[config.mk]
export PLATFORM = sky130hd
export DESIGN_NAME = axil_write_resp
export DESIGN_NICKNAME = d
export VERILOG_FILES = /design/src/rtl/axil_pkg.sv /design/src/rtl/axil_write_resp_timer.sv /design/src/rtl/axil_write_resp.sv
export SDC_FILE = /design/constraint.sdc
export NUM_CORES = 1
export LEC_CHECK = 0
export BUFFER_PORTS_ARGS = -buffer_cell sky130_fd_sc_hd__buf_2
export CAP_MARGIN = 20
export CORE_MARGIN = 2
export CORE_UTILIZATION = 47
export DETAILED_ROUTE_END_ITERATION = 10
export GPL_TIMING_DRIVEN = 0
export PLACE_DENSITY = 0.84
export SYNTH_ARGS = -nofsm -noshare
export SYNTH_HDL_FRONTEND = slang
export SYNTH_SLANG_ARGS = --single-unit
[constraint.sdc]
create_clock -name clk -period 2 [get_ports clk]
set_input_delay 0.3 -clock clk [delete_from_list [all_inputs] [get_ports clk]]
set_output_delay 0.3 -clock clk [all_outputs]
set_load 0.02 [all_outputs]
[src/rtl/axil_pkg.sv]
// Shared definitions for the AXI4-Lite slave write path: response codes and
// the write-commit state encoding (also used by the W channel stage).
package axil_pkg;

    localparam logic [1:0] RESP_OKAY   = 2'b00;
    localparam logic [1:0] RESP_SLVERR = 2'b10;
    localparam logic [1:0] RESP_DECERR = 2'b11;

    typedef enum logic [1:0] {
        ST_IDLE  = 2'd0,
        ST_ISSUE = 2'd1,
        ST_WAIT  = 2'd2,
        ST_RESP  = 2'd3
    } wr_state_e;

endpackage

[src/rtl/axil_write_resp_timer.sv]
// Memory-ack timeout counter. Cleared while the write is issued, counts
// every WAIT cycle and saturates at TIMEOUT.
module axil_wr_timer #(
    parameter int TIMEOUT = 16
) (
    input  logic clk,
    input  logic resetn,
    input  logic clr,
    input  logic en,
    output logic expire
);

    localparam int            CW      = $clog2(TIMEOUT + 1);
    localparam logic [CW-1:0] CNT_MAX = CW'(TIMEOUT);

    logic [CW-1:0] count_q;
    logic [CW-1:0] count_d;

    // Next count: clear wins over enable, saturate so a long stall never wraps.
    always_comb begin
        count_d = count_q;
        if (clr) begin
            count_d = '0;
        end else if (en && (count_q != CNT_MAX)) begin
            count_d = count_q + 1'b1;
        end
    end

    // Count register.
    always_ff @(posedge clk or negedge resetn) begin
        if (!resetn) begin
            count_q <= '0;
        end else begin
            count_q <= count_d;
        end
    end

    // Expires in the WAIT cycle whose increment brings the count to TIMEOUT-1,
    // so the response lands exactly TIMEOUT cycles after the write was issued.
    assign expire = (int'(count_q) + 2) >= TIMEOUT;

endmodule

[src/rtl/axil_write_resp.sv]
// Write-commit and response stage of the AXI4-Lite slave. Joins the AW address
// with W data/strobes, performs one strobed memory write, waits for the ack
// (bounded by TIMEOUT) and returns BRESP on the B channel and to the W stage.
//
// state | meaning
// IDLE  | capturing address/data; decodes once both are held
// ISSUE | MEM_WEN high for one cycle with the captured write
// WAIT  | waiting for MEM_ACK or the timeout
// RESP  | BVALID high with a stable BRESP until BREADY
module axil_write_resp
    import axil_pkg::*;
#(
    parameter int ADDR_WIDTH = 32,
    parameter int DATA_WIDTH = 32,
    parameter int STRB_WIDTH = 4,
    parameter int MEM_DEPTH  = 256,
    parameter int TIMEOUT    = 16
) (
    input  logic                         clk,
    input  logic                         resetn,
    input  logic                         ADDRREADY,
    input  logic [ADDR_WIDTH-1:0]        WADDR,
    input  logic                         DATAREADY,
    input  logic [DATA_WIDTH-1:0]        WDATAIN,
    input  logic [STRB_WIDTH-1:0]        WSTRBIN,
    output logic                         MEM_WEN,
    output logic [$clog2(MEM_DEPTH)-1:0] MEM_ADDR,
    output logic [DATA_WIDTH-1:0]        MEM_WDATA,
    output logic [STRB_WIDTH-1:0]        MEM_WSTRB,
    input  logic                         MEM_ACK,
    input  logic                         MEM_ERR,
    output logic                         BVALID,
    input  logic                         BREADY,
    output logic [1:0]                   BRESP,
    output logic                         BRESPREADY
);

    localparam int IDX_W = $clog2(MEM_DEPTH);
    localparam int LSB   = $clog2(STRB_WIDTH);

    wr_state_e               state_q, state_d;
    logic                    a_vld_q, a_vld_d;
    logic                    d_vld_q, d_vld_d;
    logic [ADDR_WIDTH-1:0]   addr_q, addr_d;
    logic [DATA_WIDTH-1:0]   data_q, data_d;
    logic [STRB_WIDTH-1:0]   strb_q, strb_d;
    logic                    mem_wen_q, mem_wen_d;
    logic [IDX_W-1:0]        mem_addr_q, mem_addr_d;
    logic [DATA_WIDTH-1:0]   mem_wdata_q, mem_wdata_d;
    logic [STRB_WIDTH-1:0]   mem_wstrb_q, mem_wstrb_d;
    logic                    bvalid_q, bvalid_d;
    logic [1:0]              bresp_q, bresp_d;

    logic [ADDR_WIDTH-1:0]   word_idx;
    logic                    dec_err;
    logic                    misalign;
    logic                    tmr_clr;
    logic                    tmr_en;
    logic                    tmr_expire;

    assign word_idx = addr_q >> LSB;
    assign dec_err  = word_idx >= ADDR_WIDTH'(MEM_DEPTH);
    assign misalign = (addr_q & ADDR_WIDTH'(STRB_WIDTH - 1)) != '0;
    assign tmr_clr  = (state_q == ST_ISSUE);
    assign tmr_en   = (state_q == ST_WAIT);

    axil_wr_timer #(.TIMEOUT(TIMEOUT)) u_timer (
        .clk    (clk),
        .resetn (resetn),
        .clr    (tmr_clr),
        .en     (tmr_en),
        .expire (tmr_expire)
    );

    // Next state, capture registers and registered outputs; outputs default to 0.
    always_comb begin
        state_d     = state_q;
        a_vld_d     = a_vld_q;
        d_vld_d     = d_vld_q;
        addr_d      = addr_q;
        data_d      = data_q;
        strb_d      = strb_q;
        mem_wen_d   = 1'b0;
        mem_addr_d  = '0;
        mem_wdata_d = '0;
        mem_wstrb_d = '0;
        bvalid_d    = 1'b0;
        bresp_d     = RESP_OKAY;
        case (state_q)
            ST_IDLE: begin
                if (!a_vld_q && ADDRREADY) begin
                    addr_d  = WADDR;
                    a_vld_d = 1'b1;
                end
                if (!d_vld_q && DATAREADY) begin
                    data_d  = WDATAIN;
                    strb_d  = WSTRBIN;
                    d_vld_d = 1'b1;
                end
                if (a_vld_q && d_vld_q) begin
                    if (dec_err) begin
                        state_d  = ST_RESP;
                        bvalid_d = 1'b1;
                        bresp_d  = RESP_DECERR;
                    end else if (misalign) begin
                        state_d  = ST_RESP;
                        bvalid_d = 1'b1;
                        bresp_d  = RESP_SLVERR;
                    end else if (strb_q == '0) begin
                        state_d  = ST_RESP;
                        bvalid_d = 1'b1;
                        bresp_d  = RESP_OKAY;
                    end else begin
                        state_d     = ST_ISSUE;
                        mem_wen_d   = 1'b1;
                        mem_addr_d  = word_idx[IDX_W-1:0];
                        mem_wdata_d = data_q;
                        mem_wstrb_d = strb_q;
                    end
                end
            end
            ST_ISSUE: begin
                state_d = ST_WAIT;
            end
            ST_WAIT: begin
                if (MEM_ACK) begin
                    state_d  = ST_RESP;
                    bvalid_d = 1'b1;
                    bresp_d  = MEM_ERR ? RESP_SLVERR : RESP_OKAY;
                end else if (tmr_expire) begin
                    state_d  = ST_RESP;
                    bvalid_d = 1'b1;
                    bresp_d  = RESP_SLVERR;
                end
            end
            ST_RESP: begin
                if (BREADY) begin
                    state_d = ST_IDLE;
                    a_vld_d = 1'b0;
                    d_vld_d = 1'b0;
                end else begin
                    bvalid_d = 1'b1;
                    bresp_d  = bresp_q;
                end
            end
            default: state_d = ST_IDLE;
        endcase
    end

    // State, capture and output registers; reset clears everything at once.
    always_ff @(posedge clk or negedge resetn) begin
        if (!resetn) begin
            state_q     <= ST_IDLE;
            a_vld_q     <= 1'b0;
            d_vld_q     <= 1'b0;
            addr_q      <= '0;
            data_q      <= '0;
            strb_q      <= '0;
            mem_wen_q   <= 1'b0;
            mem_addr_q  <= '0;
            mem_wdata_q <= '0;
            mem_wstrb_q <= '0;
            bvalid_q    <= 1'b0;
            bresp_q     <= RESP_OKAY;
        end else begin
            state_q     <= state_d;
            a_vld_q     <= a_vld_d;
            d_vld_q     <= d_vld_d;
            addr_q      <= addr_d;
            data_q      <= data_d;
            strb_q      <= strb_d;
            mem_wen_q   <= mem_wen_d;
            mem_addr_q  <= mem_addr_d;
            mem_wdata_q <= mem_wdata_d;
            mem_wstrb_q <= mem_wstrb_d;
            bvalid_q    <= bvalid_d;
            bresp_q     <= bresp_d;
        end
    end

    assign MEM_WEN    = mem_wen_q;
    assign MEM_ADDR   = mem_addr_q;
    assign MEM_WDATA  = mem_wdata_q;
    assign MEM_WSTRB  = mem_wstrb_q;
    assign BVALID     = bvalid_q;
    assign BRESP      = bresp_q;
    // The W stage must see the final code in the handshake cycle itself.
    assign BRESPREADY = (state_q == ST_RESP) && BREADY;

endmodule

After elaboration in Yosys (flattened, before gate mapping). Index checks and enable logic that the tools add are counted. W data, S select, Z words.

Output and inout bits: 49. Bits of input ports: 75. Logic and storage cells: 93. Flip-flop bits (word level): 125.

Reductions and logical operators: 17. Add/sub/neg operators: 2. Order comparisons: 2. Multiplexer cells: 50. Equality and inequality tests: 9.

Operators by type and width (number): $mux W32 (5); $mux W8 (5); $ge A32 B6 Y1 const B (1); $reduce_bool A32 Y1 (1); $ge A30 B9 Y1 const B (1); $mux W2 (13); $mux W4 (5); $mux W1 (15); $mux W5 (2); $reduce_and A3 Y1 (3); $ne A2 B2 Y1 const B (4); $pmux W2 S4 (1); $add A5 B2 Y6 const B (1); $pmux W2 S3 (1); $add A5 B1 Y5 const B (1); $logic_and A1 B1 Y1 (5); $ne A5 B5 Y1 const B (1); $eq A2 B2 Y1 const B (2); $logic_not A4 Y1 (1); $pmux W1 S2 (2); $reduce_and A2 Y1 (2); $reduce_bool A2 Y1 (2); $ne A3 B3 Y1 const B (1); $pmux W1 S3 (1); 3 further kinds (4).

Longest topological paths before layout. Gate-level depths: netlist of run 1.

Depth after elaboration: 6. Gate-level depth with buffers: 7. Gate-level depth less buffers: 6.

By module. A second synthesis of run 1 with hierarchy kept.

Cell total of the unflattened synthesis: 327. Area, all modules: 4800.9 µm².

Modules (own cells, without submodules): axil_write_resp (times used 1, area each 4515.6 µm², sequential area each 3002.9 µm², cells an instance 299); axil_wr_timer (times used 1, area each 285.3 µm², sequential area each 125.1 µm², cells an instance 28).

Worst setup path before layout of run 1. No wires, ideal clock.

Path kind: reg2reg. Start point: register state_q[0]. End point: register data_q[10]. Data arrival time: 1.741 ns. Stages on the path, launching flop included: 8. Required time: 1.875 ns. Setup time: 0.125 ns. Slack: 0.135 ns. Path through: dfrtp_1 inv_1 ha_1 clkbuf_1 nand3b_1 clkbuf_1 buf_2 mux2_2.

Cells in the longest elaborated chain, start to end: 2.

RTL lines: start, declared (line axil_write_resp.sv:41) `wr_state_e state_q, state_d;`; start signal, assigned (line axil_write_resp.sv:166) `state_q <= state_d;`; $logic_not A2 Y1 (line axil_write_resp.sv:89) `case (state_q)`; $reduce_and A2 Y1 (no source line); end signal, assigned (line axil_write_resp.sv:170) `data_q <= data_d;`; end, declared (line axil_write_resp.sv:45) `logic [DATA_WIDTH-1:0] data_q, data_d;`.

Every way passes these cells. A chain may end at the register's enable or synchronous reset.

Final worst setup path of run 1.
Start point: register addr_q[15]. End point: register mem_addr_q[3], in the netlist MEM_ADDR[3].

Cells in the longest elaborated chain, start to end: 4.

RTL lines: start, declared (line axil_write_resp.sv:44) `logic [ADDR_WIDTH-1:0] addr_q, addr_d;`; start signal, assigned (line axil_write_resp.sv:169) `addr_q <= addr_d;`; $ge A30 B9 Y1 (line axil_write_resp.sv:62) `assign dec_err = word_idx >= ADDR_WIDTH'(MEM_DEPTH);`; $mux W8 (line axil_write_resp.sv:101) `if (dec_err) begin`; $mux W8 (line axil_write_resp.sv:100) `if (a_vld_q && d_vld_q) begin`; $mux W8 (line axil_write_resp.sv:89); net mem_addr_d[3] (line axil_write_resp.sv:48) `logic [IDX_W-1:0] mem_addr_q, mem_addr_d;`; end signal, assigned (line axil_write_resp.sv:173) `mem_addr_q <= mem_addr_d;`; end, declared (line axil_write_resp.sv:48).

The timed path passes the listed nets, and every way through them passes these cells.

==> metrics, run 1 <==
outcome=complete, no violations; CP Launch Type=flop; Critical Path AT=around 2300 ps; Net Sw Frac=28.5%; Die Y=around 100 um; VDD IR max=between 0.7 and 0.8 mV; met1 usage=21.0%; synthesized flop and latch total=125; Max-Cap Viols=0; core area=9770 um2; Post-CTS Resized=0; Initial Util=48.6%; switching power=2420 uW; Max-slew headroom=between 40% and 50%; Final period util=91.0%; worst slew pin tran=slightly below 800 ps; Avg Cell Area, Syn=14.8 um2; RSZ-0062 raised after global routing=no; post-synth top area share=around 66%; Die ar.=approximately 11000 um2; final setup margin=180 ps; pin count of the biggest net entering global routing=78; Worst Path Max Fanout=10; CTS tree=built; RePlAce Congestion=0.770; detailed placer's ending HPWL=6480 um; Clock Sink Count=125; CTS H-Tree Depth=4; GRT Max-Usage Layer=met2; I/O pin count=124; Hold Violations, Final=0; # setup viols final=0; ratio of cells with drive above 1 in the final layout=50.7%; crit path capture type=flop; Worst-Skew Late Latency=500 ps; Flop pwr share=44.3%; sequential fraction of the synthesis area=65.8%; Internal=6070 uW; combinational fraction of design power=20.7%; FP Rows=36; area of the multi-input gates=approximately 1500 um2; GRT Total Usage=17.9%; post-synthesis instance total=322; Yosys cell types=34; Synth warnings=0; initial antenna violation count=1; M2 GR Usage=30.0%; final routed DRC violation total=0; min Tclk post-route=1820 ps; Nets=549; Worst EP required=around 2400 ps; Leak Pwr=0.00313 uW; Final Max Tran Viols=0; post-placement setup slack=-228 ps; vias per cell=4.84; number of synthesized flops with an enable pin=0; Vias=2971; CTS clock-pin slew for the worst setup and hold paths=~70 ps; final WL=9080 um; Post-Syn Area=4750 um2; Die Wd=105 um; top post-synthesis cells by area=dfrtp_1 66%, mux2_2 16%, and2_1 5.8%; Power per Cell Area=1370 nW/um2; Root Driver=clkbuf_8; wire length of the first global-routing pass=around 15000 um; Max Clk Rate=0.549 GHz; Syn-to-layout area delta=30.1%; DRT iter0 DRCs=84; syn_nets=403; top_reg_cell synth=dfrtp_1; worst setup path class=flop to flop; Antenna diodes=0; number of port buffers=123; FF+latch area=3130 um2; CTS Buf Count=17; ys async rst share=100%; Clock Path Buffers=2; antenna-violating nets left=0; vias in the first global route=3121; remaining global-route overflow=0; drt pass-1 iters=4; Hold WC Path Type=input pin to flop; Hold WS=23.2 ps; area leader, netlist=dfrtp_1; WL/cell=14.8 um; Fill cells=between 700 and 800; clock network power share=35.0%; M3 GR Usage=5.43%; clk_skew=between 8 and 9 ps
[power groups by stage]
stage,clock network [uW],registers [uW],logic [uW]
finish,2970,3760,1750
global route,3170,3870,1950
CTS,3030,3770,1790
detailed placement,0,3800,1740
global placement,0,3730,1650
floorplan,0,3680,1350
[timing repair]
action,in CTS,in global routing
buffers inserted,4,0
hold endpoints to repair,48,0
hold buffers,1,0
pin swaps,2,1
setup endpoints to repair,69,93
[Yosys cell counts (3+ instances only)]
library cell  count
buf_6             4
xor2_1            3
mux2_2           68
nand2_1           5
ha_1              6
nor4_1            3
and2_1           44
nor2_1           10
o21ai_0           4
a21oi_1           5
buf_2             6
nor4_2            4
inv_1             7
dfrtp_1         125
[cells by family after synthesis]
group | synth area share, %
AO/OA/AOI/OAI | 2.55
XOR/XNOR | 0.737
adder cells (fa/ha/maj) | 1.58
buffers and inverters | 2.29
flip-flops | 65.8
multiplexers | 16.3
AND/OR/NAND/NOR | 10.7
[per-layer routing]
layer / vias to the layer above / share of wire, %
li1: 1402 / -
met1: 1457 / 40
met2: 94 / 52
met3: 16 / 5.6
met4: 2 / 2.0
met5: - / 0.21
[path summary, 6_finish.rpt]
kind                        startpoint             to  slack [ps]  depth (start not counted)
max in group asynchronous       resetn     addr_q[26]        1000                          3
min                        WDATAIN[16]     data_q[16]          20                          2
min reg2reg                 data_q[19]  MEM_WDATA[19]         470                          1
max                         addr_q[15]    MEM_ADDR[3]         180                          6
min in group asynchronous       resetn  MEM_WDATA[16]         290                          2
max reg2reg                 addr_q[15]    MEM_ADDR[3]         180                          6
[final cells by class]
class / count / area share [%]
Buffer: 10 / 1.21
Sequential cell: 125 / 50.6
Clock inverter: 15 / 2.73
Timing Repair Buffer: 129 / 11.1
Tap cell: 133 / 2.69
Clock buffer: 17 / 6.70
Inverter: 7 / 0.425
Multi-Input combinational cell: 178 / 24.5
[flip-flops by register name, summed over array words and instances, names as in the netlist, 2 cells and up]
| signal | cells |
|---|---|
| u_timer.count_q | 5 |
| strb_q | 4 |
| MEM_WDATA | 32 |
| state_q | 2 |
| MEM_ADDR | 8 |
| addr_q | 32 |
| BRESP | 2 |
| data_q | 32 |
| MEM_WSTRB | 4 |
[stage by stage]
stage / util, % / total power, uW / TNS, ps / cell area, um2 / std cells
after floorplan: - / 5030 / 0 / 4750 / 322
after global routing: 63.3 / 8990 / 0 / 6180 / 614
after detailed placement: 57.0 / 5540 / -7890 / 5570 / 579
after CTS: 63.3 / 8580 / 0 / 6190 / 615
after global placement: 56.6 / 5380 / -103330 / 5530 / 578
final: 63.3 / 8490 / 0 / 6180 / 614
[worst max-delay path, stage by stage (launching register included)]
cell	delay, ps
dfrtp_1	380
nor4_2	340
nand4_2	250
nor4_4	300
buf_4	200
buf_6	140
and2_1	140
[layout by cell type (no fill, tap or decap), drive strengths merged, types with 2 or more instances in the layout]
cell type / instances
inv: 17
nor4: 8
o31ai: 2
nand3: 2
nor2b: 2
ha: 6
o21ai: 4
nand2b: 2
dfrtp: 125
clkinvlp: 3
and2: 44
nor2: 10
a21oi: 5
nand2: 5
mux2: 68
nand3b: 2
xor2: 3
a31oi: 2
clkbuf: 17
nand4: 3
buf: 138
Note: power is estimated with default switching activity, not from simulation.
==> inputs of run 2 (changes only) <==
ABC_AREA = 1   (was not set)
CORE_UTILIZATION = 48   (was 47)
MAX_ROUTING_LAYER = met4   (was not set)
PLACE_DENSITY = 0.85   (was 0.84)
SLEW_MARGIN = 10   (was not set)
==> run 2 against run 1 <==
Effect of this change: non-clock buffer count increased by 11; worst setup slack improved by 9.6 ps; critical path depth increased by 1; sequential cell count unchanged; final area increased by 7.5%; clock power increased by 6%; register-to-register slack about the same; maximum frequency increased by 0.53%; combinational power increased by 22%; clock skew decreased by 2.5 ps.
==> metrics, run 2 <==
Final Max Tran Viols=0; Die Y=107 um; most common cell in the synthesized netlist=dfrtp_1; Vias=~3500; Clock Path Buffers=2; WL/cell=13.9 um; # setup viols final=0; I/O pin count=124; FP Rows=37; Initial Util=49.4%; core area=about 10000 um2; Crit path top cell by count=buf_2; clk_skew=approximately 6.4 ps; post-placement setup slack=110 ps; min Tclk post-route=1810 ps; Root Driver=clkbuf_8; wire length of the first global-routing pass=around 17000 um; Max Clk Rate=0.552 GHz; Max-slew headroom=between 60% and 70%; GRT Total Usage=just over 20%; ratio of cells with drive above 1 in the final layout=about two fifths; Leak Pwr=approximately 0.0035 uW; Yosys cell types=24; final WL=10500 um; Clock Sink Count=125; FF+latch area=3130 um2; pin count of the biggest net entering global routing=67; synthesized flop and latch total=125; area of the multi-input gates=1630 um2; outcome=complete, no violations; number of port buffers=123; Max-Cap Viols=0; most frequent cells after synthesis=125 x dfrtp_1, 69 x nor2_1, 64 x inv_1; Avg Cell Area, Syn=11.3 um2; Fill cells=801; DRT iter0 DRCs=224; post-route insts no fill=755; setup TNS=0 ps; CP Launch Type=flop; max incr delay on CP=380 ps; worst slew pin tran=562 ps; initial antenna violation count=1; syn_nets=533; CTS H-Tree Depth=4; Critical Path AT=2200 ps; antenna-violating nets left=0; CTS tree=built; number of synthesized flops with an enable pin=0; post-synth top area share=between 60% and 70%; Final period util=around 91%; worst setup path class=flop to flop; CTS Buf Count=17; post-synthesis instance total=452; Post-Syn Area=~5100 um2; CTS clock-pin slew for the worst setup and hold paths=60 ps; final core occ=64.4%; Worst-Skew Late Latency=510 ps; Synth warnings=0; final routed DRC violation total=0; crit path cell chain=inv_1, ha_1, buf_2, nand3_4, buf_2, buf_2, a21oi_1; Worst EP required=2390 ps; Hold WC Path Type=input pin to flop; sequential fraction of the synthesis area=between 60% and 70%; Hold Violations, Final=0; RePlAce Congestion=between 0.8 and 0.9; Worst path slowest cell=dfrtp_1; Syn-to-layout area delta=30.4%; detailed placer's ending HPWL=7480 um; Die Wd=107 um; Nets=a little under 700; Power per Cell Area=1330 nW/um2; VDD IR max=approximately 0.64 mV; vias in the first global route=between 3000 and 4000; area leader, netlist=dfrtp_1; most frequent cells in the layout=129 x buf_2, 125 x dfrtp_1, 69 x nor2_1; Power, Total=8860 uW; crit path capture type=flop; remaining global-route overflow=0; top_reg_cell synth=dfrtp_1; most common cell after layout, fill and taps aside=buf_2; RSZ-0062 raised after global routing=no; Die ar.=11500 um2; placed insts=a little over 700; vias per cell=4.70; ys async rst share=100%; final setup margin=190 ps; top post-synthesis cells by area=dfrtp_1 61%, nor2_4 9.1%, mux2_2 5.7%; Worst Path Max Fanout=10; drt pass-1 iters=4
run 2: cell types whose count changed after synthesis, moves of 6 or more:
| cell | previous run | this run |
|---|---|---|
| nor2_1 | 10 | 69 |
| mux2_2 | 68 | 26 |
| inv_1 | 7 | 64 |
| nand2_1 | 5 | 30 |
| nor2_4 | 0 | 41 |
| and2_1 | 44 | 0 |
| nand3_1 | 2 | 8 |
| a21oi_1 | 5 | 48 |
run 2: timing repair:
item / CTS / global route
endpoints found under the setup margin: 0 / 16
setup buffers: 0 / 0
resized for setup: 0 / 5
hold buffers: 10 / 0
hold endpoints to repair: 68 / 0
run 2: stage by stage:
| stage | cell area, um2 | hold slack (ps) |
|---|---|---|
| 5_1_grt | 6650 | 1.15 |
| 2_1_floorplan | 5100 | 4.41 |
| 3_5_place_dp | 5920 | 311 |
| 3_3_place_gp | 5890 | 462 |
| 4_1_cts | 6630 | 0.427 |
| 6_report | 6650 | 21.2 |
run 2: layer usage:
metal / track usage (%) / wire length, um
met5: - / 0
met2: 31.8 / 5220
met4: 9.37 / 182
met3: 5.71 / 645
met1: 24.5 / 4430
run 2: worst paths after layout:
check	slack, ps	depth (start not counted)	to	startpoint
worst max-delay path	190	7	addr_q[4]	state_q[0]
worst min-delay path	20	2	addr_q[26]	WADDR[26]
worst max register to register	190	7	addr_q[4]	state_q[0]
worst min register to register	480	2	BRESP[1]	BRESP[1]
max in group asynchronous	980	3	data_q[18]	resetn
min in group asynchronous	330	2	MEM_WEN	resetn
run 2: cells by family after synthesis:
| kind of cell | Yosys count | synth area share [%] |
|---|---|---|
| compound gates | 56 | 5.67 |
| fa+ha+maj | 6 | 1.47 |
| flops | 125 | 61.3 |
| mux | 26 | 5.74 |
| simple gates | 158 | 18.7 |
| buf+inv | 81 | 7.04 |
run 2: worst max-delay path: cells and delay by family (launching register included):
family / cells / cell delay, ps
AOI/OAI and AO/OA: 1 / 110
and+or+nand+nor: 1 / 170
buffers and inverters: 4 / 820
adders and majority gates: 1 / 200
DFF: 1 / 380
run 2: cell type report:
cell class,count,share of cell area (%)
Tap cell,136,2.56
Clock buffer,18,6.28
Inverter,65,3.67
Multi-Input combinational cell,246,24.4
Timing Repair Buffer,134,11.3
Sequential cell,125,47.0
Antenna cell,1,0.0376
Buffer,16,1.79
Clock inverter,14,2.92
run 2: where the power goes:
part	internal [uW]	switching, uW	total, uW	leakage, uW
Sequential	3260	325	3590	0.00154
Combinational	813	1320	2130	0.00169
Clock	2030	1120	3150	0.000295
Total	6100	2760	8860	0.00352
